<file path="config.mk">
export PLATFORM = sky130hd
export DESIGN_NAME = ps2_kbd_tx
export DESIGN_NICKNAME = d
export VERILOG_FILES = /design/src/rtl/ps2_pkg.sv /design/src/rtl/ps2_tick_gen.sv /design/src/rtl/ps2_kbd_tx.sv
export SDC_FILE = /design/constraint.sdc
export NUM_CORES = 1
export LEC_CHECK = 0
export ABC_CLOCK_PERIOD_IN_PS = 2000
export CAP_MARGIN = 20
export CORE_ASPECT_RATIO = 0.75
export CORE_MARGIN = 2
export CORE_UTILIZATION = 35
export DETAILED_ROUTE_END_ITERATION = 16
export SETUP_SLACK_MARGIN = 0.3
export SYNTH_ARGS = -nofsm -noshare
export SYNTH_HDL_FRONTEND = slang
export SYNTH_SLANG_ARGS = --single-unit
</file>
<file path="constraint.sdc">
create_clock -name clk -period 2 [get_ports clk]
set_input_delay 0.3 -clock clk [delete_from_list [all_inputs] [get_ports clk]]
set_output_delay 0.3 -clock clk [all_outputs]
set_load 0.05 [all_outputs]
</file>
<file path="src/rtl/ps2_pkg.sv">
// Definitions shared by the PS/2 device transmitter and the PS/2 receiver:
// controller states, frame length and the odd-parity rule.
package ps2_pkg;

  typedef enum logic [1:0] {
    IDLE = 2'd0,
    SEND = 2'd1,
    GAP  = 2'd2
  } ps2_state_t;

  localparam int FRAME_BITS = 11;

  // Parity bit that gives data+parity an odd number of ones.
  function automatic logic odd_parity(input logic [7:0] d);
    return ~(^d);
  endfunction

endpackage

</file>
<file path="src/rtl/ps2_tick_gen.sv">
// Half-period tick for the PS/2 clock: a down-counter that fires on terminal
// count and reloads; load restarts a fresh high phase when a frame begins.
module ps2_tick_gen #(
  parameter int HALF_PERIOD = 4
) (
  input  logic clk,
  input  logic rst,
  input  logic load,
  input  logic en,
  output logic tick
);

  localparam int CW = $clog2(HALF_PERIOD);
  localparam logic [CW-1:0] LOAD_VAL = CW'(HALF_PERIOD - 1);

  logic [CW-1:0] cnt;

  always_ff @(posedge clk) begin
    if (rst) begin
      cnt <= '0;
    end else if (load) begin
      cnt <= LOAD_VAL;
    end else if (en) begin
      if (cnt == '0) cnt <= LOAD_VAL;
      else           cnt <= cnt - CW'(1);
    end
  end

  assign tick = en && (cnt == '0);

endmodule

</file>
<file path="src/rtl/ps2_kbd_tx.sv">
// PS/2 keyboard (device side) transmitter: sends one 11-bit frame per
// accepted byte, then holds both lines high for the inter-frame gap.
//
//   state | meaning
//   IDLE  | lines high, ready for a byte
//   SEND  | shifting start, 8 data, parity, stop; ps2_clk toggles per tick
//   GAP   | lines high, waiting out the inter-frame gap
module ps2_kbd_tx
  import ps2_pkg::*;
#(
  parameter int HALF_PERIOD = 4,
  parameter int GAP_CYCLES  = 8
) (
  input  logic       clk,
  input  logic       rst,
  input  logic       valid,
  input  logic [7:0] data,
  output logic       ready,
  output logic       busy,
  output logic       ps2_clk,
  output logic       ps2_dat
);

  localparam int GW = $clog2(GAP_CYCLES + 1);
  // The single IDLE cycle before the next acceptance is the last gap cycle.
  localparam logic [GW-1:0] GAP_LOAD = GW'((GAP_CYCLES > 1) ? GAP_CYCLES - 2 : 0);

  ps2_state_t              state;
  logic [3:0]              bit_cnt;
  logic [FRAME_BITS-2:0]   shreg;
  logic [GW-1:0]           gap_cnt;
  logic                    accept;
  logic                    half_tick;

  assign accept = valid && ready;

  ps2_tick_gen #(
    .HALF_PERIOD(HALF_PERIOD)
  ) u_tick (
    .clk (clk),
    .rst (rst),
    .load(accept),
    .en  (state == SEND),
    .tick(half_tick)
  );

  always_ff @(posedge clk) begin
    if (rst) begin
      state   <= IDLE;
      ps2_clk <= 1'b1;
      ps2_dat <= 1'b1;
      bit_cnt <= '0;
      shreg   <= '0;
      gap_cnt <= '0;
      ready   <= 1'b1;
      busy    <= 1'b0;
    end else begin
      case (state)
        IDLE: begin
          if (accept) begin
            state   <= SEND;
            shreg   <= {1'b1, odd_parity(data), data};
            ps2_dat <= 1'b0;
            ps2_clk <= 1'b1;
            bit_cnt <= '0;
            ready   <= 1'b0;
            busy    <= 1'b1;
          end
        end
        SEND: begin
          if (half_tick) begin
            if (ps2_clk) begin
              ps2_clk <= 1'b0;
            end else begin
              // End of a low phase: data only moves while ps2_clk is high.
              ps2_clk <= 1'b1;
              if (bit_cnt == 4'(FRAME_BITS - 1)) begin
                ps2_dat <= 1'b1;
                if (GAP_CYCLES > 1) begin
                  state   <= GAP;
                  gap_cnt <= GAP_LOAD;
                end else begin
                  state <= IDLE;
                  ready <= 1'b1;
                  busy  <= 1'b0;
                end
              end else begin
                bit_cnt <= bit_cnt + 4'd1;
                ps2_dat <= shreg[0];
                shreg   <= {1'b0, shreg[FRAME_BITS-2:1]};
              end
            end
          end
        end
        GAP: begin
          if (gap_cnt == '0) begin
            state <= IDLE;
            ready <= 1'b1;
            busy  <= 1'b0;
          end else begin
            gap_cnt <= gap_cnt - GW'(1);
          end
        end
        default: begin
          state   <= IDLE;
          ps2_clk <= 1'b1;
          ps2_dat <= 1'b1;
          ready   <= 1'b1;
          busy    <= 1'b0;
        end
      endcase
    end
  end

endmodule
</file>
; ---- Yosys cells after proc, flatten, opt, wreduce, memory -nomap -nowiden
; Cells that the tools add are included.
[op_classes]
add_sub_neg = 3
eq_ne = 10
muxes = 37
bitwise_logic = 3
reduce_logical = 15
[ops]
columns = operator, n
row1 = $mux 10, 4
row2 = $mux 4, 8
row3 = $pmux 10 s2, 1
row4 = $mux 2, 8
row5 = $pmux 4 s2, 2
row6 = $reduce_and 5->1, 3
row7 = $ne 2x2->1 const B, 7
row8 = $pmux 1 s3, 4
row9 = $mux 1, 9
row10 = $reduce_xor 8->1, 1
row11 = $pmux 2 s3, 1
row12 = $reduce_and 3->1, 2
row13 = $reduce_bool 2->1, 3
row14 = $add 4x1->4 const B, 1
row15 = $eq 4x4->1 const B, 1
row16 = $logic_not 2->1, 2
row17 = $logic_not 4->1, 1
row18 = $reduce_and 4->1, 1
row19 = $sub 4x1->4 const B, 1
row20 = $not 1->1, 3
row21 = $eq 2x1->1 const B, 1
row22 = $eq 2x2->1 const B, 1
row23 = $logic_and 1x1->1, 2
row24 = $sub 2x1->2 const B, 1
[totals]
reg_bits = 26
output_inout_bits = 4
word_cells = 77

; ---- Longest topological paths before layout
[logic_depth]
word_depth = 5
ltp_mapped = 8
ltp_nobuf = 7

; ---- Hierarchy
; Synthesis repeated with hierarchy kept, for this count alone.
[unflattened]
hier_cells = 159
hier_area_um2 = 1377.6
[by_module_without_submodules]
columns = mod, instances, cells_per_inst, area_each_um2, seq_area_each_um2
row1 = ps2_kbd_tx, 1, 146, 1265.0, 480.5
row2 = ps2_tick_gen, 1, 13, 112.6, 40.0

; ---- Least setup slack after synthesis
; No wires, ideal clock.
[synth_path]
path_type = register to register
startpoint = register ps2_clk
endpoint = register bit_cnt[0]
t_arrival_ns = 1.509
required_ns = 1.868
slack_ns = 0.359
path_stages_with_launch = 7
period_less_slack_ns = 1.641
path_cell_list = dfxtp_1 > and2b_2 > a31oi_4 > nor2_1 > buf_2 > nand4_1 > a21oi_1
[synth_between]
elab_chain_len = 2
[synth_lines]
columns = item, line_no
row1 = from (decl), ps2_kbd_tx.sv:20  ; output logic ps2_clk,
row2 = from (signal assigned), ps2_kbd_tx.sv:50  ; ps2_clk <= 1'b1;
row3 = from (signal assigned), ps2_kbd_tx.sv:64  ; ps2_clk <= 1'b1;
row4 = from (signal assigned), ps2_kbd_tx.sv:73  ; ps2_clk <= 1'b0;
row5 = $ne 2x2->1 (no source line), -
row6 = $reduce_and 5->1 (no source line), -
row7 = to (signal assigned), ps2_kbd_tx.sv:88  ; bit_cnt <= bit_cnt + 4'd1;
row8 = to (decl), ps2_kbd_tx.sv:29  ; logic [3:0] bit_cnt;
; No other way between the ends.
; A chain may end at the register's enable or synchronous reset.

; ---- Final worst setup path
[layout_path]
startpoint = register u_tick.cnt[0]
endpoint = register shreg[1]
[layout_between]
elab_chain_len = 4
[layout_lines]
columns = item, line_no
row1 = from (decl), ps2_tick_gen.sv:16  ; logic [CW-1:0] cnt;
row2 = from (signal assigned), ps2_tick_gen.sv:25  ; else cnt <= cnt - CW'(1);
row3 = $logic_not 2->1, ps2_tick_gen.sv:29  ; assign tick = en && (cnt == '0);
row4 = $logic_and 1x1->1, ps2_tick_gen.sv:29
row5 = $ne 2x2->1 (no source line), -
row6 = $reduce_and 5->1 (no source line), -
row7 = to (signal assigned), ps2_kbd_tx.sv:62  ; shreg <= {1'b1, odd_parity(data), data};
row8 = to (signal assigned), ps2_kbd_tx.sv:90  ; shreg <= {1'b0, shreg[FRAME_BITS-2:1]};
row9 = to (decl), ps2_kbd_tx.sv:30  ; logic [FRAME_BITS-2:0] shreg;
; No other way between the ends.

==> run metrics <==
FP Rows 19; Comb power frac 0.220; Max Fclk between 0.6 and 0.7 GHz; Pwr Total roughly 1.2 mW; CP max-delay cell dfxtp_1; worst path bufs/invs 2; initial DRC count 57; Avg Inst Size Synth 9.113 sq um; post-CTS setup buffer count 0; Period Utilization, post-route 0.8180; part of the power in registers 0.491; WHS 0.4906 ns; Synth area leaders dfxtp_1 39%, xnor2_1 7.1%, mux2i_1 6.7%; Mapped Nets between 150 and 200; post-synthesis sequential area ratio 0.3859; min-delay worst type reg2reg; Mapped Area 1349 sq um; Crit Path Class reg2reg; initial antenna violation count 0; most frequent cells in the layout 24 x dfxtp_1, 17 x nor2_1, 11 x xnor2_1; WL/cell approximately 12 um; Nets 181; largest net degree at the start of global routing 27; Post-CTS Hold Buffers 0; Pleak approximately 0.64 nW; Final setup viols 0; Slew Limit Fails 0; #FFs+latches synth 26; first-pass GRT wire length 4402 um; post-route cell area 1632 sq um; CP max stage delay between 0.3 and 0.4 ns; Total GRT Usage 0.1302; Max-Cap Viols 0; CTS tree built; worst slack, placed 0.1663 ns; register clock-pin slew on the reported worst setup and hold paths 0.09 ns; Primary FF master, synth dfxtp_1; share of cells above drive strength 1 0.1394; crit path max fanout 10; Int Pwr between 0.8 and 0.9 mW; starting density of the core 0.3660; ys async rst share 0; die width 75.68 um; Worst-Skew Late Latency approximately 0.27 ns; crit-path leading delay family compound AO/OA/AOI/OAI gates; EDFF count, synth 0; status finished clean; grt ovf 0; vias 1118; setup ws final ~0.36 ns; sw frac 0.2831; Critical Path Source Type flop; antenna-violating nets left 0; PD cells 725.4 nW/um^2; setup tns final 0 ns; Syn Inst Count 148; maximum VDD drop 270.2 uV; Warnings, synthesis 0; Post-Route WL 2702 um; Critical Path End Type flop; DRC 0; vias in the first global route 1009; Worst Path Required between 2 and 2.5 ns; # IOs 15; Root Driver clkbuf_8; crit path DAT about 1.8 ns; clock share of power 0.289; Die H 57.76 um; Avg Vias per Cell just over 5; Worst-Margin Slew between 0.5 and 0.6 ns; synth unique cells 36; Max Root-Sink Buffers 2; largest area contributor in the netlist dfxtp_1; commonest non-fill, non-tap cell in the layout dfxtp_1; H-tree lvl count 1; Sink Count 26; die area between 4000 and 5000 sq um; P_sw 0.3351 mW; core area approximately 3700 sq um; fin crit period ~1.6 ns; n_diodes 0; Area after DPL 1555 sq um; First-pass DRT Iterations 4; detailed placement HPWL 1959 um; Slew headroom 0.6644; Final Hold Fails 0; unrepaired setup endpoints after global routing true; GPL Wtd Cong 0.7599; Port Buffers 14; Fin Clk Skew around 0.0020 ns; Critical Path, Cell by Cell inv_1, ha_1, and2b_2, a31oi_4, nor2_2, clkbuf_4, a211oi_1; Synth top area share 0.3859; area delta synth->final 20.96%; CTS Buf Count 3
==> final cells by class <==
type                       count  area, sq um
inverter                       8        42.54
multi-input combinational    105        747.0
clock buffer                   4        55.05
sequential                    26        523.0
fill                         364         2053
tap                           52        65.06
timing repair buffer          22        198.9
==> worst paths after layout <==
kind / start / to / slack, ns / cells past startpoint
setup / recovery: u_tick.cnt[0] / shreg[1] / 0.36 / 7
hold / removal: ps2_dat / ps2_dat / 0.49 / 1
setup reg to reg: u_tick.cnt[0] / shreg[1] / 0.36 / 7
hold reg to reg: ps2_dat / ps2_dat / 0.49 / 1
==> cells in the mapped netlist (all sizes together) (4+ instances only) <==
cell type  instances
o21ai              4
clkbuf             4
a21oi             10
xnor2             11
a211oi            11
nor2              18
mux2i              9
dfxtp             26
nor3              10
buf                5
nand2              6
inv                7
ha                 4
==> power by group through the flow <==
stage / Sequential [mW] / Clock, mW / Combinational, mW
2_1_floorplan: 0.610 / 0 / 0.165
3_3_place_gp: 0.591 / 0 / 0.250
3_5_place_dp: 0.593 / 0 / 0.257
4_1_cts: 0.580 / 0.349 / 0.253
5_1_grt: 0.586 / 0.368 / 0.287
6_report: 0.581 / 0.342 / 0.260
==> routing by layer <==
layer / global-route usage / routed length (um) / vias to the layer above
met2: 0.2000 / 1213 / 26
met4: 0.04762 / 55 / 0
met1: 0.1765 / 1335 / 526
met5: 0 / 0 / -
li1: - / - / 559
met3: 0.03304 / 98 / 7
==> through the flow <==
step | utilization | instances
5_1_grt | 0.4428 | 217
3_3_place_gp | 0.4221 | 212
2_1_floorplan | - | 148
6_report | 0.4428 | 217
4_1_cts | 0.4357 | 216
3_5_place_dp | 0.4221 | 212
==> worst reg2reg max path: cells and delay by family, from the launching register on <==
family / cells / cell delay, ns
compound gates: 2 / 0.44
simple gates: 2 / 0.33
flops: 1 / 0.32
buf+inv: 2 / 0.25
fa+ha+maj: 1 / 0.21
==> flip-flops by register name (all words and copies together), names as in the netlist <==
signal	flops
shreg	10
bit_cnt	4
gap_cnt	4
state	2
u_tick.cnt	2
busy	1
ps2_clk	1
ps2_dat	1
ready	1
==> kinds of logic after synthesis <==
family | count (synthesis) | synth area share
buf+inv | 17 | 0.06957
compound gates | 33 | 0.1865
fa+ha+maj | 4 | 0.03711
simple gates | 47 | 0.1763
mux | 9 | 0.06679
xor+xnor | 12 | 0.07792
flops | 26 | 0.3859
==> what timing repair did <==
| action | CTS | global route |
|---|---|---|
| hold endpoints to repair | 0 | 0 |
| endpoints found under the setup margin | 4 | 14 |
| pin swaps | 0 | 1 |
| resized for setup | 4 | 8 |
| gates cloned | 0 | 1 |
Note: power is estimated with default switching activity, not from simulation.
